### config.mk
export PLATFORM = sky130hd
export DESIGN_NAME = max7219_if_arbiter
export DESIGN_NICKNAME = d
export VERILOG_FILES = /design/src/rtl/max7219_if_arbiter.sv
export SDC_FILE = /design/constraint.sdc
export NUM_CORES = 1
export LEC_CHECK = 0
export ABC_AREA = 1
export BUFFER_PORTS_ARGS = -buffer_cell sky130_fd_sc_hd__buf_2
export CAP_MARGIN = 20
export CORE_AREA = 2 2 70 72
export CTS_BUF_LIST = sky130_fd_sc_hd__clkbuf_4
export CTS_CLUSTER_SIZE = 25
export DETAILED_ROUTE_END_ITERATION = 10
export DIE_AREA = 0 0 72 74
export PLACE_DENSITY = 0.82
export SYNTH_ARGS = -nofsm -noshare
export SYNTH_HDL_FRONTEND = slang
export SYNTH_SLANG_ARGS = --single-unit
### constraint.sdc
create_clock -name clk -period 5.1 [get_ports clk]
set_input_delay 1.02 -clock clk [delete_from_list [all_inputs] [get_ports clk]]
set_output_delay 1.02 -clock clk [all_outputs]
set_load 0.1 [all_outputs]
### src/rtl/max7219_if_arbiter.sv
// Round-robin arbiter sharing one max7219_if serializer between several frame producers.
// A grant is held for a whole cascade frame, which ends with the word sent with en_load=1.
module max7219_if_arbiter #(
  parameter int G_NB_REQ     = 2,
  parameter int G_DATA_WIDTH = 16,
  parameter int G_TIMEOUT    = 1024
) (
  input  logic                             clk,
  input  logic                             rst_n,
  input  logic [G_NB_REQ-1:0]              i_req,
  input  logic [G_NB_REQ-1:0]              i_start,
  input  logic [G_NB_REQ-1:0]              i_en_load,
  input  logic [G_NB_REQ*G_DATA_WIDTH-1:0] i_data,
  output logic [G_NB_REQ-1:0]              o_gnt,
  output logic [G_NB_REQ-1:0]              o_done,
  output logic                             o_max7219_if_start,
  output logic                             o_max7219_if_en_load,
  output logic [G_DATA_WIDTH-1:0]          o_max7219_if_data,
  input  logic                             i_max7219_if_done,
  output logic                             o_busy
);

  localparam int PTR_W = (G_NB_REQ > 1) ? $clog2(G_NB_REQ) : 1;
  localparam int TMO_W = (G_TIMEOUT > 1) ? $clog2(G_TIMEOUT) : 1;

  typedef enum logic [1:0] {S_IDLE, S_OWNED, S_BUSY} state_t;

  state_t                  state_q, state_d;
  logic [PTR_W-1:0]        owner_q, owner_d;
  logic [PTR_W-1:0]        rr_q, rr_d;
  logic [TMO_W-1:0]        tmo_q, tmo_d;
  logic [G_NB_REQ-1:0]     gnt_q, gnt_d;
  logic [G_NB_REQ-1:0]     done_q, done_d;
  logic                    start_q, start_d;
  logic                    en_load_q, en_load_d;
  logic [G_DATA_WIDTH-1:0] data_q, data_d;

  logic [G_DATA_WIDTH-1:0] req_data [G_NB_REQ];
  logic                    pick_found;
  logic [PTR_W-1:0]        pick_idx;
  logic [PTR_W-1:0]        cand;
  logic                    tmo_hit;
  logic                    rel;

  for (genvar gi = 0; gi < G_NB_REQ; gi++) begin : g_unpack
    assign req_data[gi] = i_data[gi*G_DATA_WIDTH +: G_DATA_WIDTH];
  end

  // First requester at or after the rr pointer, wrapping modulo G_NB_REQ.
  always_comb begin
    pick_found = 1'b0;
    pick_idx   = '0;
    cand       = '0;
    for (int i = 0; i < G_NB_REQ; i++) begin
      cand = PTR_W'((int'(rr_q) + i) % G_NB_REQ);
      if (!pick_found && i_req[cand]) begin
        pick_found = 1'b1;
        pick_idx   = cand;
      end
    end
  end

  assign tmo_hit = (G_TIMEOUT != 0) && (int'(tmo_q) == G_TIMEOUT - 1);

  always_comb begin
    state_d   = state_q;
    owner_d   = owner_q;
    rr_d      = rr_q;
    tmo_d     = tmo_q;
    gnt_d     = gnt_q;
    done_d    = '0;
    start_d   = 1'b0;
    en_load_d = en_load_q;
    data_d    = data_q;
    rel       = 1'b0;
    unique case (state_q)
      S_IDLE: begin
        if (pick_found) begin
          state_d = S_OWNED;
          owner_d = pick_idx;
          gnt_d   = G_NB_REQ'(1) << pick_idx;
          tmo_d   = '0;
        end
      end
      S_OWNED: begin
        if (!i_req[owner_q]) begin
          rel = 1'b1;
        end else if (i_start[owner_q]) begin
          data_d    = req_data[owner_q];
          en_load_d = i_en_load[owner_q];
          start_d   = 1'b1;
          state_d   = S_BUSY;
        end else if (tmo_hit) begin
          rel = 1'b1;
        end else if (G_TIMEOUT != 0) begin
          tmo_d = tmo_q + TMO_W'(1);
        end
      end
      S_BUSY: begin
        // A dropped request cannot abort a word in flight; it only ends the frame at done.
        if (i_max7219_if_done) begin
          done_d = G_NB_REQ'(1) << owner_q;
          if (en_load_q || !i_req[owner_q]) begin
            rel = 1'b1;
          end else begin
            state_d = S_OWNED;
            tmo_d   = '0;
          end
        end
      end
      default: state_d = S_IDLE;
    endcase
    if (rel) begin
      state_d = S_IDLE;
      gnt_d   = '0;
      tmo_d   = '0;
      rr_d    = (int'(owner_q) == G_NB_REQ - 1) ? '0 : owner_q + PTR_W'(1);
    end
  end

  always_ff @(posedge clk or negedge rst_n) begin
    if (!rst_n) begin
      state_q   <= S_IDLE;
      owner_q   <= '0;
      rr_q      <= '0;
      tmo_q     <= '0;
      gnt_q     <= '0;
      done_q    <= '0;
      start_q   <= 1'b0;
      en_load_q <= 1'b0;
      data_q    <= '0;
    end else begin
      state_q   <= state_d;
      owner_q   <= owner_d;
      rr_q      <= rr_d;
      tmo_q     <= tmo_d;
      gnt_q     <= gnt_d;
      done_q    <= done_d;
      start_q   <= start_d;
      en_load_q <= en_load_d;
      data_q    <= data_d;
    end
  end

  assign o_gnt                = gnt_q;
  assign o_done               = done_q;
  assign o_max7219_if_start   = start_q;
  assign o_max7219_if_en_load = en_load_q;
  assign o_max7219_if_data    = data_q;
  assign o_busy               = (state_q != S_IDLE);

endmodule
# [After elaboration in Yosys (flattened, before gate mapping)]
# Cells that the tools add are included.
# Widths: inputs -> output; s select.
[classes] n_bitwise=1 shifts=2 n_reduce_logical=14 add_sub_neg=3 n_mux=47 order_cmp=4 eq_ne=10
[op_table] operator="$mux 10" n=7
[op_table] operator="$mux 16" n=3
[op_table] operator="$pmux 10 s3" n=1
[op_table] operator="$mux 1" n=23
[op_table] operator="$mux 2" n=11
[op_table] operator="$ne 3x3->1 const B" n=7
[op_table] operator="$add 10x1->10 const B" n=1
[op_table] operator="$eq 10x1->1 const B" n=1
[op_table] operator="$reduce_and 7->1" n=1
[op_table] operator="$lt 1x2->1 const B" n=3
[op_table] operator="$pmux 2 s3" n=1
[op_table] operator="$reduce_bool 2->1" n=3
[op_table] operator="$reduce_and 5->1" n=1
[op_table] operator="$reduce_and 2->1" n=2
[op_table] operator="$reduce_bool 4->1" n=1
[op_table] operator="$shl 1x1->2 const A" n=2
[op_table] operator="$reduce_and 3->1" n=1
[op_table] operator="$add 1x1->1 const B" n=2
[op_table] operator="$eq 2x1->1 const B" n=1
[op_table] operator="$eq 2x2->1 const B" n=1
[op_table] operator="$ge 2x2->1 const B" n=1
[op_table] operator="$logic_not 1->1" n=2
[op_table] operator="$logic_not 2->1" n=1
[op_table] operator="$not 1->2" n=1
[op_table] operator="3 further kinds" n=3
[word_totals] wordCells=90 reg_bits=36 input_bits=41 output_inout_bits=23

# [Depth between registers and ports, before layout]
# Gate-level depths: netlist of the first run.
[logic_depth] word_depth=10 mapped_depth=12 mapped_depth_nobuf=11

# [Least setup slack after synthesis of the first run]
# OpenSTA, ideal clock, no wires.
[synth_path] path_kind="flip-flop to output port" startpoint="register state_q[0]" endpoint="output port o_busy" stages_incl_launch_ff=4 arrival_ns=1.297 required_time_ns=4.080 slack_ns=2.783 n_path_buf=0 cell_sequence="dfrtp_1 -> inv_1 -> ha_1 -> inv_1"
[synth_between] elab_chain_cells=1
[synth_lines] item="from (decl)" line="28" source="state_t state_q, state_d;"
[synth_lines] item="from (signal assigned)" line="133" source="state_q <= state_d;"
[synth_lines] item="$reduce_bool 2->1" line="150" source="assign o_busy = (state_q != S_IDLE);"
[synth_lines] item="to (decl)" line="20" source="output logic o_busy"
# Every way passes these cells.

# [Final worst setup path of the first run]
# Same ends and word-level chain as after synthesis.

==> results of run 1 <==
registers in the layout, indices dropped and copies added (netlist names), 2 cells and up:
register and count:
o_done 2, o_gnt 2, o_max7219_if_data 16, state_q 2
tmo_q 10
worst max-delay path by stage:
stage          cells after the start                     to  slack [ps]
6_report                           4                 o_busy        2430
5_1_grt                           11               tmo_q[6]        2330
3_3_place_gp                       6   o_max7219_if_data[7]        2500
4_1_cts                            4                 o_busy        2420
3_5_place_dp                       6  o_max7219_if_data[14]        2420
2_1_floorplan                      3                 o_busy        2780
metal layers:
layer	vias to the layer above	routed length, microns	global-route usage (%)	share of wire (%)
met4	0	48	6.92	1.1
met5	-	0	0	0
met2	70	2190	33.0	48
met1	844	1990	22.7	44
met3	4	285	4.61	6.3
li1	970	-	-	-
per-stage QoR:
| step | area [sq um] | worst slack [ps] | utilization (%) | hold WS [ps] |
|---|---|---|---|---|
| floorplan | 2000 | 2780 | - | 454 |
| global placement | 2340 | 2500 | 50.8 | 484 |
| detailed placement | 2340 | 2420 | 50.8 | 482 |
| CTS | 2390 | 2420 | 52.0 | 510 |
| global route | 2410 | 2330 | 52.4 | 565 |
| finish | 2410 | 2430 | 52.4 | 507 |
final cells by class:
class / instances / area (sq um) / share of cell area [%]
Clock inverter: 3 / 18.8 / 0.780
Multi-Input combinational cell: 200 / 988 / 41.1
Inverter: 17 / 63.8 / 2.65
Sequential cell: 36 / 901 / 37.4
Tap cell: 54 / 67.6 / 2.81
Timing Repair Buffer: 64 / 330 / 13.7
Clock buffer: 5 / 37.5 / 1.56
worst max-delay path: cells and delay by family, from the launching register on:
kind / cells / cell delay, ps
adder cells (fa/ha/maj): 1 / 250
buffers and inverters: 3 / 630
flip-flops: 1 / 430
cell usage in the layout, fill, tap and decap left out, drive strengths merged, types with 3 or more instances in the layout:
master,instances
nand2,90
clkbuf,5
a21oi,4
dfrtp,36
or2,3
buf,64
o21ai,6
nand3,24
inv,17
ha,6
nor2,42
a31oi,17
cell families (layout without fill, tap and decap cells):
| group | Yosys count | count (layout) | synth area share [%] |
|---|---|---|---|
| AND/OR/NAND/NOR | 163 | 163 | 35.7 |
| flip-flops | 36 | 36 | 45.0 |
| AO/OA/AOI/OAI | 30 | 30 | 9.50 |
| buffers and inverters | 27 | 89 | 5.62 |
| adder cells (fa/ha/maj) | 6 | 6 | 3.75 |
| XOR/XNOR | 1 | 1 | 0.438 |
==> impl_results.html, run 1 <==
<table>
<tr><th>Metric</th><th>Value</th></tr>
<tr><th colspan="2">Die</th></tr>
<tr><td>Die Y</td><td>about 74 microns</td></tr>
<tr><td>Count of standard-cell rows</td><td>25</td></tr>
<tr><td>Die width</td><td>approximately 72 microns</td></tr>
<tr><td>Die area</td><td>between 0.005 and 0.006 sq mm</td></tr>
<tr><td>Starting density of the core</td><td>43.5%</td></tr>
<tr><td>Number of top-level pins</td><td>between 60 and 70</td></tr>
<tr><td>Placeable core area</td><td>around 0.0046 sq mm</td></tr>
<tr><th colspan="2">Timing</th></tr>
<tr><td>Maximum achievable frequency</td><td>about 370 MHz</td></tr>
<tr><td>Final clock period utilization by the worst path</td><td>52.3%</td></tr>
<tr><td>Unrepaired setup endpoints after global routing</td><td>no</td></tr>
<tr><td>Final count of pins violating max slew</td><td>0</td></tr>
<tr><td>Tightest Pin Transition</td><td>780 ps</td></tr>
<tr><td>Final setup violation count</td><td>0</td></tr>
<tr><td>Final critical delay including setup and external delays</td><td>2670 ps</td></tr>
<tr><td>Worst Skew</td><td>~11 ps</td></tr>
<tr><td>Worst max-slew margin expressed relative to the limit</td><td>48.0%</td></tr>
<tr><td>Final-report hold violation count</td><td>0</td></tr>
<tr><td>Total negative slack</td><td>0 ps</td></tr>
<tr><th colspan="2">Worst setup path</th></tr>
<tr><td>Worst path cell trace</td><td>inv_1 &gt; ha_1 &gt; inv_1 &gt; buf_2</td></tr>
<tr><td>Capture instance of the worst register-to-register path</td><td>tmo_q[6]</td></tr>
<tr><td>Data required time at the worst endpoint</td><td>slightly above 4000 ps</td></tr>
<tr><td>Classification of the worst setup path</td><td>register to output pin</td></tr>
<tr><td>Library cell contributing the largest single delay on the critical path</td><td>sky130_fd_sc_hd__dfrtp_1</td></tr>
<tr><td>Worst setup path startpoint</td><td>state_q[0]</td></tr>
<tr><td>Arrival time reported for the critical path endpoint</td><td>1650 ps</td></tr>
<tr><td>Crit. End Element</td><td>output pin</td></tr>
<tr><td>Critical path fanouts, max</td><td>4</td></tr>
<tr><td>Worst r2r src</td><td>owner_q</td></tr>
<tr><td>Maximum single-stage delay on the critical path</td><td>430 ps</td></tr>
<tr><td>FF-to-FF path depth</td><td>11</td></tr>
<tr><td>Most used cell, CP</td><td>sky130_fd_sc_hd__inv_1</td></tr>
<tr><td>Kind of start point of the critical path</td><td>register</td></tr>
<tr><td>Slack of the worst reg-to-reg path</td><td>2610 ps</td></tr>
<tr><th colspan="2">Global routing</th></tr>
<tr><td>Initial antenna violation count</td><td>0</td></tr>
<tr><td>Largest net degree at the start of global routing</td><td>37</td></tr>
<tr><td>Overall global routing resource usage</td><td>18.8%</td></tr>
<tr><td>Global-route wire length before repair</td><td>7780 microns</td></tr>
<tr><td>Number of global-route vias before repair</td><td>around 1800</td></tr>
<tr><td>Global route overflow</td><td>0</td></tr>
<tr><th colspan="2">Placement</th></tr>
<tr><td>Total instance count after detailed placement</td><td>between 300 and 400</td></tr>
<tr><td>Number of buffer cells added on primary ports</td><td>63</td></tr>
<tr><td>Routability congestion estimate</td><td>0.870</td></tr>
<tr><td>HPWL Detailed</td><td>approximately 3300 microns</td></tr>
<tr><th colspan="2">Clock tree</th></tr>
<tr><td>Count of cells resized by post-cts repair</td><td>0</td></tr>
<tr><td>CTS root buf</td><td>sky130_fd_sc_hd__clkbuf_4</td></tr>
<tr><td>Clock-pin slew reported for the worst setup and hold paths after clock tree synthesis</td><td>roughly 120 ps</td></tr>
<tr><td>TritonCTS buffer count</td><td>5</td></tr>
<tr><td>Sink Count</td><td>36</td></tr>
<tr><td>Number of H-tree branching levels</td><td>2</td></tr>
<tr><td>Source-to-sink clock delay at the later pin of the worst-skew pair</td><td>roughly 340 ps</td></tr>
<tr><td>Hold-fix buffers at CTS</td><td>0</td></tr>
<tr><td>Clock buffer depth</td><td>2</td></tr>
<tr><td>Post-CTS Setup Inserts</td><td>0</td></tr>
<tr><td>Clock tree from TritonCTS</td><td>built</td></tr>
<tr><th colspan="2">Detailed routing</th></tr>
<tr><td>DR DRC count</td><td>0</td></tr>
<tr><td>Average wire per cell in the routed design</td><td>roughly 12 microns</td></tr>
<tr><td>Final wirelength</td><td>4510 microns</td></tr>
<tr><td>Number of iterations in the first detailed-routing pass</td><td>4</td></tr>
<tr><td>Via density per instance</td><td>around 5.0</td></tr>
<tr><td>Total number of vias</td><td>roughly 1900</td></tr>
<tr><td>Final ANT Viol Nets</td><td>0</td></tr>
<tr><td>Starting DRC count in detailed routing</td><td>71</td></tr>
<tr><th colspan="2">Logic synthesis</th></tr>
<tr><td>Unique masters post-synth</td><td>27</td></tr>
<tr><td>Commonest cells post-synth</td><td>86 x sky130_fd_sc_hd__nand2_1, 40 x sky130_fd_sc_hd__nor2_1, 36 x sky130_fd_sc_hd__dfrtp_1, 20 x sky130_fd_sc_hd__nand3_1, 17 x sky130_fd_sc_hd__a31oi_1</td></tr>
<tr><td>Cell taking the most area after synthesis</td><td>sky130_fd_sc_hd__dfrtp_1</td></tr>
<tr><td>Synthesized cell area</td><td>about 0.0020 sq mm</td></tr>
<tr><td>Primary flip-flop cell chosen by synthesis mapping</td><td>sky130_fd_sc_hd__dfrtp_1</td></tr>
<tr><td>Number of flops mapped to enable cells by yosys</td><td>0</td></tr>
<tr><td>Synth warnings</td><td>0</td></tr>
<tr><td>Most repeated cell in the gate-level netlist after synthesis</td><td>sky130_fd_sc_hd__nand2_1</td></tr>
<tr><td>Register area share after synthesis</td><td>roughly 45%</td></tr>
<tr><td>Seq cells post-synth</td><td>36</td></tr>
<tr><td>Post-synthesis async set-or-reset flop share</td><td>100%</td></tr>
<tr><td>Gate count of the mapped netlist</td><td>about 260</td></tr>
<tr><td>Number of nets produced by synthesis</td><td>310</td></tr>
<tr><td>Share of the synthesized area in the top cell type</td><td>between 40 and 50%</td></tr>
<tr><td>Synthesized area per cell</td><td>between 7 and 8 sq um</td></tr>
<tr><td>Most area-consuming cells after synthesis</td><td>sky130_fd_sc_hd__dfrtp_1 45%, sky130_fd_sc_hd__nand2_1 16%, sky130_fd_sc_hd__nor2_1 7.5%, sky130_fd_sc_hd__a31oi_1 5.3%, sky130_fd_sc_hd__nand3_1 5.0%</td></tr>
<tr><th colspan="2">Cells and area</th></tr>
<tr><td>Number of nets at the end of the flow</td><td>between 300 and 400</td></tr>
<tr><td>Fraction of layout cells with a size suffix above 1</td><td>approximately 27%</td></tr>
<tr><td>Fill cell count</td><td>425</td></tr>
<tr><td>Antenna cells</td><td>0</td></tr>
<tr><td>Area growth from synthesis to layout</td><td>20.3%</td></tr>
<tr><td>Final cell count without fillers</td><td>approximately 380</td></tr>
<tr><th colspan="2">Min path</th></tr>
<tr><td>Worst Hold Depth</td><td>2</td></tr>
<tr><td>Startpoint of the most critical hold path</td><td>rr_q</td></tr>
<tr><td>Hold Path Sink</td><td>rr_q</td></tr>
<tr><td>Worst min-delay path category</td><td>register to register</td></tr>
<tr><th colspan="2">Run status</th></tr>
<tr><td>Outcome</td><td>complete, no violations</td></tr>
<tr><th colspan="2">Run</th></tr>
<tr><td>Maxcap violations</td><td>0</td></tr>
</table>
Power of run 1 is left out: the tool's default activity adds up to more than one toggle a clock period on the data nets, which glitch-free logic cannot reach.
==> run 2, diff against run 1 <==
--- a/config.mk
+++ b/config.mk
@@ -13,7 +13,7 @@
 export CTS_CLUSTER_SIZE = 25
 export DETAILED_ROUTE_END_ITERATION = 10
 export DIE_AREA = 0 0 72 74
-export PLACE_DENSITY = 0.82
+export PLACE_DENSITY = 0.84
 export SYNTH_ARGS = -nofsm -noshare
 export SYNTH_HDL_FRONTEND = slang
 export SYNTH_SLANG_ARGS = --single-unit
==> constraint.sdc (replaced) <==
create_clock -name clk -period 2.3 [get_ports clk]
set_input_delay 0.46 -clock clk [delete_from_list [all_inputs] [get_ports clk]]
set_output_delay 0.46 -clock clk [all_outputs]
set_load 0.1 [all_outputs]
==> impl_results.html, run 2 (synthesis gave the netlist of run 1 again) <==
<table>
<tr><th>Metric</th><th>Value</th></tr>
<tr><th colspan="2">Min path</th></tr>
<tr><td>Worst min-delay path category</td><td>input port to asynchronous set/reset pin</td></tr>
<tr><th colspan="2">Cells and area</th></tr>
<tr><td>Number of nets at the end of the flow</td><td>approximately 370</td></tr>
<tr><td>Top library cells by usage in the layout, fill and taps aside</td><td>86 x sky130_fd_sc_hd__nand2_1, 63 x sky130_fd_sc_hd__buf_2, 40 x sky130_fd_sc_hd__nor2_1</td></tr>
<tr><td>Number of flip-flops in the largest register</td><td>16</td></tr>
<tr><td>Antenna cells</td><td>0</td></tr>
<tr><td>Commonest non-fill, non-tap cell in the layout</td><td>sky130_fd_sc_hd__nand2_1</td></tr>
<tr><td>Area growth from synthesis to layout</td><td>21.0%</td></tr>
<tr><td>Fraction of layout cells with a size suffix above 1</td><td>27.4%</td></tr>
<tr><th colspan="2">Detailed routing</th></tr>
<tr><td>Average wire per cell in the routed design</td><td>11.7 microns</td></tr>
<tr><td>Final wirelength</td><td>4480 microns</td></tr>
<tr><td>DR DRC count</td><td>0</td></tr>
<tr><td>Starting DRC count in detailed routing</td><td>between 90 and 100</td></tr>
<tr><td>Number of iterations in the first detailed-routing pass</td><td>4</td></tr>
<tr><td>Total number of vias</td><td>around 1900</td></tr>
<tr><td>Via density per instance</td><td>4.99</td></tr>
<tr><td>Final ANT Viol Nets</td><td>0</td></tr>
<tr><th colspan="2">Timing</th></tr>
<tr><td>Worst Skew</td><td>11.9 ps</td></tr>
<tr><td>Worst max-slew margin expressed relative to the limit</td><td>48.9%</td></tr>
<tr><td>Final clock period utilization by the worst path</td><td>between 90% and 100%</td></tr>
<tr><td>Total negative slack</td><td>0 ps</td></tr>
<tr><td>Final count of pins violating max slew</td><td>0</td></tr>
<tr><td>Final-report hold violation count</td><td>0</td></tr>
<tr><td>Maximum achievable frequency</td><td>a little under 500 MHz</td></tr>
<tr><td>Final critical delay including setup and external delays</td><td>around 2100 ps</td></tr>
<tr><td>Unrepaired setup endpoints after global routing</td><td>no</td></tr>
<tr><td>Final setup violation count</td><td>0</td></tr>
<tr><td>Tightest Pin Transition</td><td>about 770 ps</td></tr>
<tr><th colspan="2">Run status</th></tr>
<tr><td>Outcome</td><td>complete, no violations</td></tr>
<tr><th colspan="2">Worst setup path</th></tr>
<tr><td>Arrival time reported for the critical path endpoint</td><td>approximately 1600 ps</td></tr>
<tr><td>Kind of start point of the critical path</td><td>register</td></tr>
<tr><td>Classification of the worst setup path</td><td>register to output pin</td></tr>
<tr><td>Critical path fanouts, max</td><td>4</td></tr>
<tr><td>Worst setup path startpoint</td><td>state_q[0]</td></tr>
<tr><td>Worst r2r src</td><td>state_q[1]</td></tr>
<tr><td>Crit. End Element</td><td>output pin</td></tr>
<tr><td>Data required time at the worst endpoint</td><td>between 1500 and 2000 ps</td></tr>
<tr><td>Slack of the worst reg-to-reg path</td><td>450 ps</td></tr>
<tr><th colspan="2">Die</th></tr>
<tr><td>Die Y</td><td>~74 microns</td></tr>
<tr><td>Die width</td><td>between 70 and 80 microns</td></tr>
<tr><td>Number of top-level pins</td><td>64</td></tr>
<tr><td>Placeable core area</td><td>0.00460 sq mm</td></tr>
<tr><td>Die area</td><td>about 0.0053 sq mm</td></tr>
<tr><td>Starting density of the core</td><td>about 44%</td></tr>
<tr><td>Count of standard-cell rows</td><td>25</td></tr>
<tr><th colspan="2">Global routing</th></tr>
<tr><td>Number of global-route vias before repair</td><td>approximately 1800</td></tr>
<tr><td>Overall global routing resource usage</td><td>a little under a fifth</td></tr>
<tr><td>Global-route wire length before repair</td><td>about 7600 microns</td></tr>
<tr><td>Largest net degree at the start of global routing</td><td>37</td></tr>
<tr><td>Global route overflow</td><td>0</td></tr>
<tr><td>Initial antenna violation count</td><td>0</td></tr>
<tr><th colspan="2">Run</th></tr>
<tr><td>Maxcap violations</td><td>0</td></tr>
<tr><th colspan="2">Clock tree</th></tr>
<tr><td>TritonCTS buffer count</td><td>5</td></tr>
<tr><td>Hold-fix buffers at CTS</td><td>0</td></tr>
<tr><td>Clock buffer depth</td><td>2</td></tr>
<tr><td>Sink Count</td><td>36</td></tr>
<tr><td>Source-to-sink clock delay at the later pin of the worst-skew pair</td><td>340 ps</td></tr>
<tr><td>Count of cells resized by post-cts repair</td><td>0</td></tr>
<tr><td>Clock-pin slew reported for the worst setup and hold paths after clock tree synthesis</td><td>110 ps</td></tr>
<tr><td>Clock tree from TritonCTS</td><td>built</td></tr>
<tr><td>Number of H-tree branching levels</td><td>2</td></tr>
<tr><td>Post-CTS Setup Inserts</td><td>0</td></tr>
<tr><td>CTS root buf</td><td>sky130_fd_sc_hd__clkbuf_4</td></tr>
<tr><th colspan="2">Placement</th></tr>
<tr><td>Routability congestion estimate</td><td>just under 0.9</td></tr>
<tr><td>Number of buffer cells added on primary ports</td><td>63</td></tr>
<tr><td>HPWL Detailed</td><td>about 3500 microns</td></tr>
</table>
run 2: area by class of cell:
| type | count | area [sq um] |
|---|---|---|
| clock inverters | 1 | 3.75 |
| clock buffers | 7 | 52.6 |
| repair buffers | 67 | 345 |
| well taps | 54 | 67.6 |
| fillers | 414 | 2180 |
| inverters | 17 | 63.8 |
| multi-input cells | 200 | 988 |
| flip-flops and latches | 36 | 901 |
run 2: worst paths after layout:
check                                              to  depth (start not counted)
max in group asynchronous                  state_q[1]                          1
worst min-delay path                         tmo_q[4]                          1
worst max register to register               tmo_q[2]                         11
worst max-delay path                           o_busy                          4
worst min register to register                   rr_q                          2
min in group clk                o_max7219_if_data[10]                          3
run 2: worst max-delay path, stage by stage, from the launching register on:
cell and delay (ps):
sky130_fd_sc_hd__dfrtp_1 410, sky130_fd_sc_hd__inv_1 100, sky130_fd_sc_hd__ha_1 250, sky130_fd_sc_hd__inv_1 100, sky130_fd_sc_hd__buf_2 430
run 2: per-stage QoR:
stage	hold slack, ps	cells	util [%]	setup slack [ps]	area [sq um]
CTS	213	382	52.7	202	2420
global route	252	382	52.7	131	2420
floorplan	164	263	-	483	2000
finish	178	382	52.7	220	2420
global placement	516	374	51.5	521	2370
detailed placement	500	374	51.5	441	2370
run 2: layer usage:
layer | track usage [%] | vias to the layer above | share of wire [%]
li1 | - | 977 | -
met1 | 21.2 | 849 | 42
met2 | 32.7 | 73 | 50
met3 | 4.61 | 8 | 6.7
met4 | 6.92 | 0 | 2.0
met5 | 0 | - | 0
Power of run 2 is left out for the same reason.
